<file path="config.mk">
export PLATFORM = sky130hd
export DESIGN_NAME = apb_master_bridge_flat
export DESIGN_NICKNAME = d
export VERILOG_FILES = /design/src/rtl/apb_pkg.sv /design/src/rtl/apb_master_bridge_if.sv /design/src/rtl/apb_wait_timer.sv /design/src/rtl/apb_master_bridge.sv /design/src/flat_wrapper.sv
export SDC_FILE = /design/constraint.sdc
export NUM_CORES = 1
export LEC_CHECK = 0
export ABC_AREA = 1
export CORE_ASPECT_RATIO = 0.75
export CORE_MARGIN = 4
export CORE_UTILIZATION = 37
export CTS_CLUSTER_SIZE = 28
export DETAILED_ROUTE_END_ITERATION = 6
export PLACE_DENSITY = 0.73
export SLEW_MARGIN = 10
export SYNTH_ARGS = -nofsm -noshare
export SYNTH_HDL_FRONTEND = slang
export SYNTH_HIERARCHICAL = 1
export SYNTH_SLANG_ARGS = --single-unit
</file>
<file path="constraint.sdc">
create_clock -name clk -period 1.5 [get_ports clk]
set_input_delay 0.45 -clock clk [delete_from_list [all_inputs] [get_ports clk]]
set_output_delay 0.45 -clock clk [all_outputs]
set_load 0.005 [all_outputs]
</file>
<file path="src/rtl/apb_pkg.sv">
// Shared constants and state encoding for the APB master bridge and its bench.
package apb_pkg;
  localparam int APB_AW   = 32;
  localparam int APB_DW   = 32;
  localparam int APB_SW   = 4;
  localparam int UART_IDX = 0;
  localparam int GPIO_IDX = 1;

  typedef enum logic [1:0] {
    ST_IDLE   = 2'd0,
    ST_SETUP  = 2'd1,
    ST_ACCESS = 2'd2,
    ST_RESP   = 2'd3
  } apb_state_e;
endpackage

</file>
<file path="src/rtl/apb_master_bridge_if.sv">
// Command/response handshake plus APB bus bundle. The master view is the bridge;
// the slave view is whatever sits on the other side (sequencer + APB slaves).
interface apb_master_bridge_if
  import apb_pkg::*;
#(
  parameter int NSLV = 2
);
  logic                 req_valid;
  logic                 req_ready;
  logic                 req_write;
  logic [APB_AW-1:0]    req_addr;
  logic [APB_DW-1:0]    req_wdata;
  logic [APB_SW-1:0]    req_strb;
  logic                 rsp_valid;
  logic [APB_DW-1:0]    rsp_rdata;
  logic                 rsp_err;
  logic [APB_AW-1:0]    padd;
  logic [APB_DW-1:0]    pdata;
  logic                 pwr;
  logic [APB_SW-1:0]    PSTRB;
  logic [NSLV-1:0]      psel;
  logic                 pen;
  logic [NSLV*APB_DW-1:0] prdata;
  logic [NSLV-1:0]      PREADY;

  modport master (
    input  req_valid, req_write, req_addr, req_wdata, req_strb, prdata, PREADY,
    output req_ready, rsp_valid, rsp_rdata, rsp_err,
           padd, pdata, pwr, PSTRB, psel, pen
  );

  modport slave (
    output req_valid, req_write, req_addr, req_wdata, req_strb, prdata, PREADY,
    input  req_ready, rsp_valid, rsp_rdata, rsp_err,
           padd, pdata, pwr, PSTRB, psel, pen
  );
endinterface

</file>
<file path="src/rtl/apb_wait_timer.sv">
// Wait-state counter for the ACCESS phase; expired is high once TIMEOUT-1
// stalled cycles have been counted. Saturates there until cleared.
module apb_wait_timer #(
  parameter int TIMEOUT = 16
) (
  input  logic clk,
  input  logic rst,
  input  logic clr,
  input  logic en,
  output logic expired
);
  localparam int CW = $clog2(TIMEOUT + 1);

  logic [CW-1:0] cnt_q, cnt_d;

  assign expired = (cnt_q == CW'(TIMEOUT - 1));

  always_comb begin
    cnt_d = cnt_q;
    if (clr) begin
      cnt_d = '0;
    end else if (en && !expired) begin
      cnt_d = cnt_q + CW'(1);
    end
  end

  always_ff @(posedge clk) begin
    if (!rst) begin
      cnt_q <= '0;
    end else begin
      cnt_q <= cnt_d;
    end
  end
endmodule

</file>
<file path="src/rtl/apb_master_bridge.sv">
// APB master bridge: valid/ready commands in, SETUP->ACCESS transfers out, one
// response per command with decode-error and wait-state timeout reporting.
module apb_master_bridge
  import apb_pkg::*;
#(
  parameter int NSLV    = 2,
  parameter int SEL_LSB = 12,
  parameter int SEL_W   = 4,
  parameter int TIMEOUT = 16
) (
  input logic                 clk,
  input logic                 rst,
  apb_master_bridge_if.master bus
);
  // state  | meaning
  // IDLE   | waiting for a command, req_ready high
  // SETUP  | psel asserted, pen low, exactly one cycle
  // ACCESS | pen high, waiting for the selected pready or the timeout
  // RESP   | one-cycle rsp_valid pulse, then back to IDLE

  apb_state_e        state_q, state_d;
  logic [APB_AW-1:0] padd_q, padd_d;
  logic [APB_DW-1:0] pdata_q, pdata_d;
  logic              pwr_q, pwr_d;
  logic [APB_SW-1:0] pstrb_q, pstrb_d;
  logic [NSLV-1:0]   psel_q, psel_d;
  logic              pen_q, pen_d;
  logic              rsp_valid_q, rsp_valid_d;
  logic [APB_DW-1:0] rsp_rdata_q, rsp_rdata_d;
  logic              rsp_err_q, rsp_err_d;

  logic [SEL_W-1:0]  sel_idx;
  logic [NSLV-1:0]   psel_dec;
  logic              hit;
  logic              accept;
  logic              sel_ready;
  logic [APB_DW-1:0] sel_rdata;
  logic              tmr_clr, tmr_en, tmr_expired;

  assign bus.req_ready = (state_q == ST_IDLE) & rst;
  assign accept        = bus.req_valid & bus.req_ready;

  // Address decode; indices at or above NSLV leave psel_dec empty.
  always_comb begin
    sel_idx  = bus.req_addr[SEL_LSB +: SEL_W];
    psel_dec = '0;
    hit      = 1'b0;
    for (int k = 0; k < NSLV; k++) begin
      if (int'(sel_idx) == k) begin
        psel_dec[k] = 1'b1;
        hit         = 1'b1;
      end
    end
  end

  // Only the slave we are talking to is listened to.
  always_comb begin
    sel_ready = 1'b0;
    sel_rdata = '0;
    for (int k = 0; k < NSLV; k++) begin
      if (psel_q[k]) begin
        sel_ready = bus.PREADY[k];
        sel_rdata = bus.prdata[k*APB_DW +: APB_DW];
      end
    end
  end

  apb_wait_timer #(
    .TIMEOUT(TIMEOUT)
  ) u_wait_timer (
    .clk    (clk),
    .rst    (rst),
    .clr    (tmr_clr),
    .en     (tmr_en),
    .expired(tmr_expired)
  );

  assign tmr_clr = (state_q != ST_ACCESS);

  always_comb begin
    state_d     = state_q;
    padd_d      = padd_q;
    pdata_d     = pdata_q;
    pwr_d       = pwr_q;
    pstrb_d     = pstrb_q;
    psel_d      = psel_q;
    pen_d       = pen_q;
    rsp_valid_d = 1'b0;
    rsp_rdata_d = rsp_rdata_q;
    rsp_err_d   = rsp_err_q;
    tmr_en      = 1'b0;

    case (state_q)
      ST_IDLE: begin
        if (accept) begin
          if (hit) begin
            padd_d  = bus.req_addr;
            pwr_d   = bus.req_write;
            pstrb_d = bus.req_write ? bus.req_strb : '0;
            if (bus.req_write) begin
              pdata_d = bus.req_wdata;
            end
            psel_d  = psel_dec;
            state_d = ST_SETUP;
          end else begin
            rsp_valid_d = 1'b1;
            rsp_err_d   = 1'b1;
            rsp_rdata_d = '0;
            state_d     = ST_RESP;
          end
        end
      end
      ST_SETUP: begin
        pen_d   = 1'b1;
        state_d = ST_ACCESS;
      end
      ST_ACCESS: begin
        // A ready arriving on the timeout cycle still completes normally.
        if (sel_ready) begin
          psel_d      = '0;
          pen_d       = 1'b0;
          rsp_valid_d = 1'b1;
          rsp_err_d   = 1'b0;
          rsp_rdata_d = pwr_q ? '0 : sel_rdata;
          state_d     = ST_RESP;
        end else if (tmr_expired) begin
          psel_d      = '0;
          pen_d       = 1'b0;
          rsp_valid_d = 1'b1;
          rsp_err_d   = 1'b1;
          rsp_rdata_d = '0;
          state_d     = ST_RESP;
        end else begin
          tmr_en = 1'b1;
        end
      end
      ST_RESP: begin
        state_d = ST_IDLE;
      end
      default: begin
        state_d = ST_IDLE;
      end
    endcase
  end

  always_ff @(posedge clk) begin
    if (!rst) begin
      state_q     <= ST_IDLE;
      padd_q      <= '0;
      pdata_q     <= '0;
      pwr_q       <= 1'b0;
      pstrb_q     <= '0;
      psel_q      <= '0;
      pen_q       <= 1'b0;
      rsp_valid_q <= 1'b0;
      rsp_rdata_q <= '0;
      rsp_err_q   <= 1'b0;
    end else begin
      state_q     <= state_d;
      padd_q      <= padd_d;
      pdata_q     <= pdata_d;
      pwr_q       <= pwr_d;
      pstrb_q     <= pstrb_d;
      psel_q      <= psel_d;
      pen_q       <= pen_d;
      rsp_valid_q <= rsp_valid_d;
      rsp_rdata_q <= rsp_rdata_d;
      rsp_err_q   <= rsp_err_d;
    end
  end

  assign bus.padd      = padd_q;
  assign bus.pdata     = pdata_q;
  assign bus.pwr       = pwr_q;
  assign bus.PSTRB     = pstrb_q;
  assign bus.psel      = psel_q;
  assign bus.pen       = pen_q;
  assign bus.rsp_valid = rsp_valid_q;
  assign bus.rsp_rdata = rsp_rdata_q;
  assign bus.rsp_err   = rsp_err_q;
endmodule
</file>
<file path="src/flat_wrapper.sv">
// flat-port wrapper written by rule: the top's interface ports become plain ports
module apb_master_bridge_flat import apb_pkg::*;
#(
  parameter int NSLV    = 2,
  parameter int SEL_LSB = 12,
  parameter int SEL_W   = 4,
  parameter int TIMEOUT = 16
)
  (clk, rst, bus_req_valid, bus_req_write, bus_req_addr, bus_req_wdata, bus_req_strb, bus_prdata, bus_PREADY, bus_req_ready, bus_rsp_valid, bus_rsp_rdata, bus_rsp_err, bus_padd, bus_pdata, bus_pwr, bus_PSTRB, bus_psel, bus_pen);
  apb_master_bridge_if #(.NSLV(NSLV)) bus_i ();
  input logic clk;
  input logic rst;
  input wire logic [$bits(bus_i.req_valid)-1:0] bus_req_valid;
  input wire logic [$bits(bus_i.req_write)-1:0] bus_req_write;
  input wire logic [$bits(bus_i.req_addr)-1:0] bus_req_addr;
  input wire logic [$bits(bus_i.req_wdata)-1:0] bus_req_wdata;
  input wire logic [$bits(bus_i.req_strb)-1:0] bus_req_strb;
  input wire logic [$bits(bus_i.prdata)-1:0] bus_prdata;
  input wire logic [$bits(bus_i.PREADY)-1:0] bus_PREADY;
  output wire logic [$bits(bus_i.req_ready)-1:0] bus_req_ready;
  output wire logic [$bits(bus_i.rsp_valid)-1:0] bus_rsp_valid;
  output wire logic [$bits(bus_i.rsp_rdata)-1:0] bus_rsp_rdata;
  output wire logic [$bits(bus_i.rsp_err)-1:0] bus_rsp_err;
  output wire logic [$bits(bus_i.padd)-1:0] bus_padd;
  output wire logic [$bits(bus_i.pdata)-1:0] bus_pdata;
  output wire logic [$bits(bus_i.pwr)-1:0] bus_pwr;
  output wire logic [$bits(bus_i.PSTRB)-1:0] bus_PSTRB;
  output wire logic [$bits(bus_i.psel)-1:0] bus_psel;
  output wire logic [$bits(bus_i.pen)-1:0] bus_pen;
  assign bus_i.req_valid = bus_req_valid;
  assign bus_i.req_write = bus_req_write;
  assign bus_i.req_addr = bus_req_addr;
  assign bus_i.req_wdata = bus_req_wdata;
  assign bus_i.req_strb = bus_req_strb;
  assign bus_i.prdata = bus_prdata;
  assign bus_i.PREADY = bus_PREADY;
  assign bus_req_ready = bus_i.req_ready;
  assign bus_rsp_valid = bus_i.rsp_valid;
  assign bus_rsp_rdata = bus_i.rsp_rdata;
  assign bus_rsp_err = bus_i.rsp_err;
  assign bus_padd = bus_i.padd;
  assign bus_pdata = bus_i.pdata;
  assign bus_pwr = bus_i.pwr;
  assign bus_PSTRB = bus_i.PSTRB;
  assign bus_psel = bus_i.psel;
  assign bus_pen = bus_i.pen;
  apb_master_bridge #(.NSLV(NSLV), .SEL_LSB(SEL_LSB), .SEL_W(SEL_W), .TIMEOUT(TIMEOUT)) u_core (.clk(clk), .rst(rst), .bus(bus_i));
endmodule
</file>
=== Word level (Yosys, flattened, before mapping) ===
Index checks and enable logic that the tools add are counted.

* $add $sub $neg: 1
* Multiply operators: 0
* Div/mod/pow operators: 0
* $lt $le $gt $ge: 0
* Equality and inequality tests: 10
* Shift-type cells: 0
* Muxes and demuxes: 40
* Bitwise gates (word level): 3
* Reduce and logical (&&, ||, !) cells: 13

{| class="wikitable"
|+ Operators with widths
! kind !! count
|-
| $mux 32 || 7
|-
| $pmux 32 s2 || 1
|-
| $mux 1 || 18
|-
| $mux 2 || 8
|-
| $reduce_and 4->1 || 3
|-
| $pmux 2 s4 || 1
|-
| $pmux 1 s2 || 3
|-
| $add 5x1->5 const B || 1
|-
| $eq 5x4->1 const B || 1
|-
| $eq 2x2->1 const B || 2
|-
| $eq 4x2->1 const B || 1
|-
| $logic_not 4->1 || 1
|-
| $mux 4 || 1
|-
| $ne 2x1->1 const B || 2
|-
| $ne 2x2->1 const B || 2
|-
| $pmux 2 s2 || 1
|-
| $reduce_and 2->1 || 2
|-
| $reduce_bool 2->1 || 2
|-
| $ne 3x2->1 const B || 1
|-
| $reduce_and 3->1 || 1
|-
| $and 1x1->1 || 2
|-
| $eq 2x1->1 const B || 1
|-
| $logic_not 2->1 || 1
|-
| $reduce_or 2->1 || 1
|-
| other kinds (3) || 3
|}

* Register bits after elaboration: 113
* Bits in latches: 0
* RAM bits: 0
* ROM bits: 0
* Bits of input ports: 138
* Output and inout bits: 107
* Logic and storage cells: 78
* Memories: 0

=== Longest topological paths before layout ===
* Depth after elaboration: 6
* Mapped depth: 12
* Gate-level depth less buffers: 12

=== By module ===
Netlist, hierarchy kept.

{| class="wikitable"
|+ By module, submodules not included
! module !! times used !! cells an instance !! area an instance (µm²) !! seq. area each (µm²)
|-
| apb_master_bridge || 1 || 689 || 4738.3 || 2162.1
|-
| apb_wait_timer || 1 || 37 || 266.5 || 100.1
|}

=== Worst setup path before layout ===
OpenSTA, ideal clock, no wires.

* Path kind: reg-to-reg
* Start: register u_core.u_wait_timer.cnt_q[1]
* End: register u_core.rsp_rdata_q[0], in the netlist u_core/bus.rsp_rdata[0]
* Setup time: 113 ps
* Arrival: 1529 ps
* Required time: 1387 ps
* Slack: -142 ps
* Stages on the path, launching flop included: 12
* Buffers on the path: 2
* Clock period less this slack: 1642 ps
* Cells stage by stage: dfxtp_1 -> ha_1 -> inv_1 -> nor2_1 -> ha_1 -> inv_1 -> nand4_2 -> nand3b_1 -> buf_4 -> buf_4 -> nor2_1 -> nor2_1

* Cells in the longest elaborated chain, start to end: 3

{| class="wikitable"
|+ Ends and longest elaborated chain
! what !! RTL line !! source
|-
| start, declared || apb_wait_timer.sv:14 || <nowiki>logic [CW-1:0] cnt_q, cnt_d;</nowiki>
|-
| start signal, assigned || apb_wait_timer.sv:31 || <nowiki>cnt_q <= cnt_d;</nowiki>
|-
| $eq 5x4->1 || apb_wait_timer.sv:16 || <nowiki>assign expired = (cnt_q == CW'(TIMEOUT - 1));</nowiki>
|-
| net u_core.tmr_expired || apb_master_bridge.sv:38 || <nowiki>logic tmr_clr, tmr_en, tmr_expired;</nowiki>
|-
| $ne 3x2->1 (no line) || n/a ||
|-
| $reduce_and 4->1 (no line) || n/a ||
|-
| end signal, assigned || apb_master_bridge.sv:167 || <nowiki>rsp_rdata_q <= rsp_rdata_d;</nowiki>
|-
| end, declared || apb_master_bridge.sv:29 || <nowiki>logic [APB_DW-1:0] rsp_rdata_q, rsp_rdata_d;</nowiki>
|}

The timed path passes the listed nets, and every way through them passes these cells.
A chain may end at the register's enable or synchronous reset.

=== Worst setup path in the final report ===
* Start: register u_core.state_q[0]
* End: register u_core.pstrb_q[3], in the netlist u_core/bus.PSTRB[3]

* Cells in the longest elaborated chain, start to end: 4

{| class="wikitable"
|+ Ends and longest elaborated chain
! what !! RTL line !! source
|-
| start, declared || apb_master_bridge.sv:21 || <nowiki>apb_state_e state_q, state_d;</nowiki>
|-
| start signal, assigned || apb_master_bridge.sv:159 || <nowiki>state_q <= state_d;</nowiki>
|-
| $logic_not 2->1 * || apb_master_bridge.sv:40, apb_master_bridge.sv:93 ||
|-
| $and 1x1->1 || apb_master_bridge.sv:40 || <nowiki>assign bus.req_ready = (state_q == ST_IDLE) & rst;</nowiki>
|-
| $and 1x1->1 || apb_master_bridge.sv:41 || <nowiki>assign accept = bus.req_valid & bus.req_ready;</nowiki>
|-
| $reduce_and 3->1 (no line) * || n/a ||
|-
| end signal, assigned || apb_master_bridge.sv:163 || <nowiki>pstrb_q <= pstrb_d;</nowiki>
|-
| end, declared || apb_master_bridge.sv:25 || <nowiki>logic [APB_SW-1:0] pstrb_q, pstrb_d;</nowiki>
|}

Every way passes the cells marked *; elsewhere a longest branch is shown, timed or not.

==> key figures <==
Synthesis
  – Syn avg cell area: approximately 6.9 um2
  – Syn Std Cell Area: 5000 um2
  – Syn Inst Count: about 730
  – Synthesized Nets: roughly 870
  – Yosys warns: 6
  – Yosys reg bits: 113
  – Synth unique cells: 28
  – Sequential share of the synthesized area: ~45%

STA
  – Unrepaired setup endpoints after global routing: true
  – Worst slew margin: 72.1%
  – Slew Limit Fails: 0
  – Final worst path period share: 116%
  – Setup-failing EPs final: 110
  – Clock Skew: approximately 12 ps
  – Highest Clock Rate: around 580 MHz
  – Least-Margin Pin Slew: approximately 420 ps
  – Final hold violations: 0
  – Final min period: 1730 ps
  – Post-route setup slack: -235 ps

Clock network
  – Clk buf depth: 2
  – Clk pin slew, worst setup/hold paths: 60 ps
  – Htree depth: 4
  – Root Driver: clkbuf_16
  – Sink Count: about 110
  – TritonCTS clock tree: done
  – Hold_buf cts: 0
  – CTS Buf Count: 17
  – Clock latency on the worst-skew pair: 410 ps

Routing
  – DR WL met2: 9480 um
  – Top sig layer: met4
  – DR pass1 iterations: 5
  – DR WL met3: 1640 um
  – Vias: roughly 6000
  – Routed met1 length: about 8300 um
  – WL/cell: 16.4 um
  – Initial DRC count: just over 400
  – Residual DRC: 0
  – Remaining antenna violation count after routing: 0
  – Post-Route WL: slightly below 20000 um
  – Vias per cell: approximately 4.8

Layout
  – Antenna Diode Count: 0
  – Fill cell count: 970
  – Nets: between 1000 and 1500
  – Post-route core utilization: about 74%
  – Commonest cells after routing, fill and taps aside: clkdlybuf4s50_1 (134), nor2_1 (126), nand2_1 (110)
  – Most common cell after layout, fill and taps aside: clkdlybuf4s50_1
  – Share of cells above drive strength 1: approximately 28%
  – Area Growth Syn to Fin: 94.6%

Setup path
  – CP startpoint kind: flip-flop
  – Worst Path Max Fanout: 7
  – Crit-path cells: inv_2 > ha_4 > nand2_2 > inv_2 > buf_6 > nand2_4 > nor2_4 > buf_6 > nand2_8 > clkinv_8 > buf_12 > nand2_4 > a21oi_2
  – Crit path DAT: 2070 ps
  – R2r setup slk: -230 ps
  – Critical path's largest stage delay: ~320 ps
  – CP max-delay cell: dfxtp_2
  – Type of the worst setup path: flip-flop to flip-flop
  – Crit end category: flip-flop
  – Required @ worst endpoint: 1830 ps

Die
  – Die Wd: about 140 um
  – Die area: 15500 um2
  – Io pins: ~250
  – Row cnt: 36
  – Initial Util: about two fifths
  – CORE AREA: between 10000 and 15000 um2
  – Die height: 109 um

Global route
  – GRT overflow: 0
  – First-pass GRT wire length: roughly 27000 um
  – Largest net degree at the start of global routing: 34
  – GR Util All Layers: roughly 23%
  – Vias in the first global route: around 5200
  – Initial antenna violation count: 0

Power and ir drop
  – Pwr Density: approximately 1500 nW/um2
  – Leak pwr: 4.34 nW
  – VDD IR max: 1.28 mV
  – Power Total: about 0.014 W

Run
  – Max-cap violations: 0

Placement
  – Post-DP HPWL: between 10000 and 15000 um
  – GPL Wtd Cong: 0.811
  – IO Port Bufs: about 240

Outcome
  – Failing checks: setup timing
  – Status: finished with violations

Min path
  – HP Class: flip-flop to flip-flop
-- worst max-delay path: cells and delay by family, from the launching register on --
kind / cells / cell delay (ps)
buffers and inverters: 6 / 610
adders and majority gates: 1 / 160
AOI/OAI and AO/OA: 1 / 150
and+or+nand+nor: 5 / 400
DFF: 1 / 320
-- power by group --
| part | internal, W | switching [W] |
|---|---|---|
| sequential | 0.00352 | 0.000260 |
| clock | 0.00265 | 0.00147 |
| combinational | 0.00307 | 0.00338 |
| total | 0.00924 | 0.00510 |
-- state kept, by name, summed over array words and instances, names as in the netlist --
| register | flops |
|---|---|
| u_core/bus.pdata | 32 |
| u_core/bus.padd | 32 |
| u_core/u_wait_timer/cnt_q | 5 |
| u_core/state_q | 2 |
| u_core/bus.rsp_err | 1 |
| u_core/bus.rsp_rdata | 32 |
| u_core/bus.PSTRB | 4 |
| u_core/bus.psel | 2 |
| u_core/bus.pwr | 1 |
| u_core/bus.rsp_valid | 1 |
| u_core/bus.pen | 1 |
-- final timing paths --
| check | startpoint | endpoint | cells after the start |
|---|---|---|---|
| setup / recovery | u_core/state_q[0]$_SDFFE_PN0P_ | u_core/bus.PSTRB[3]$_SDFFE_PN0P_ | 13 |
| hold / removal | u_core/bus.padd[13]$_SDFFE_PN0P_ | u_core/bus.padd[13]$_SDFFE_PN0P_ | 2 |
| setup reg to reg | u_core/state_q[0]$_SDFFE_PN0P_ | u_core/bus.PSTRB[3]$_SDFFE_PN0P_ | 13 |
| hold reg to reg | u_core/bus.padd[13]$_SDFFE_PN0P_ | u_core/bus.padd[13]$_SDFFE_PN0P_ | 2 |
-- cells by family (layout without fill, tap and decap cells) --
family	after synthesis	after routing	share of synthesized area (%)
compound gates	112	112	12.7
flops	113	113	45.2
buf+inv	108	416	9.57
fa+ha+maj	5	5	1.25
simple gates	388	388	31.3
-- Yosys cell counts, drive strengths merged --
| cell | count | share of area (%) |
|---|---|---|
| a211oi | 29 | 4.4 |
| a21oi | 16 | 1.6 |
| a31oi | 1 | 0.13 |
| and2 | 1 | 0.13 |
| buf | 23 | 3.2 |
| clkbuf | 25 | 1.9 |
| clkinv | 1 | 0.075 |
| dfxtp | 113 | 45 |
| ha | 5 | 1.3 |
| inv | 59 | 4.4 |
| nand2 | 140 | 11 |
| nand3 | 38 | 3.9 |
| nand3b | 1 | 0.15 |
| nand4 | 3 | 0.50 |
| nor2 | 202 | 16 |
| nor3 | 2 | 0.20 |
| o21ai | 65 | 6.5 |
| o21bai | 1 | 0.15 |
| or2 | 1 | 0.13 |
-- metal layers --
metal	up-vias	global-route usage (%)
met2	209	37.0
met5	-	0
li1	2896	-
met4	0	6.51
met3	30	7.50
met1	2707	28.4
-- repair_timing --
item | 4_1_cts | 5_1_grt
endpoints found under the setup margin | 199 | 123
pin swaps | 14 | 58
hold endpoints to repair | 0 | 0
resized for setup | 236 | 212
buffers inserted | 14 | 12
gates cloned | 16 | 4
-- per-stage QoR --
stage                     setup slack, ps  setup TNS (ps)  cell area (um2)  hold slack (ps)  cells
after floorplan                     -7.50            -200             5070              431    726
after global placement               -505          -46150             7800              419   1133
after detailed placement             -558          -48420             7800              424   1133
after CTS                            -207          -15090             9040              427   1195
after global routing                 -311          -26420             9740              472   1205
final                                -235          -16400             9740              456   1205
-- cell type report --
class | instances | area (um2) | area share, %
well taps | 171 | 214 | 2.20
clock buffers | 19 | 443 | 4.55
flip-flops and latches | 113 | 2270 | 23.3
multi-input cells | 505 | 3020 | 31.0
inverters | 60 | 248 | 2.54
clock inverters | 13 | 163 | 1.67
repair buffers | 324 | 3390 | 34.8
No activity file was read; power rests on OpenSTA's default activity.
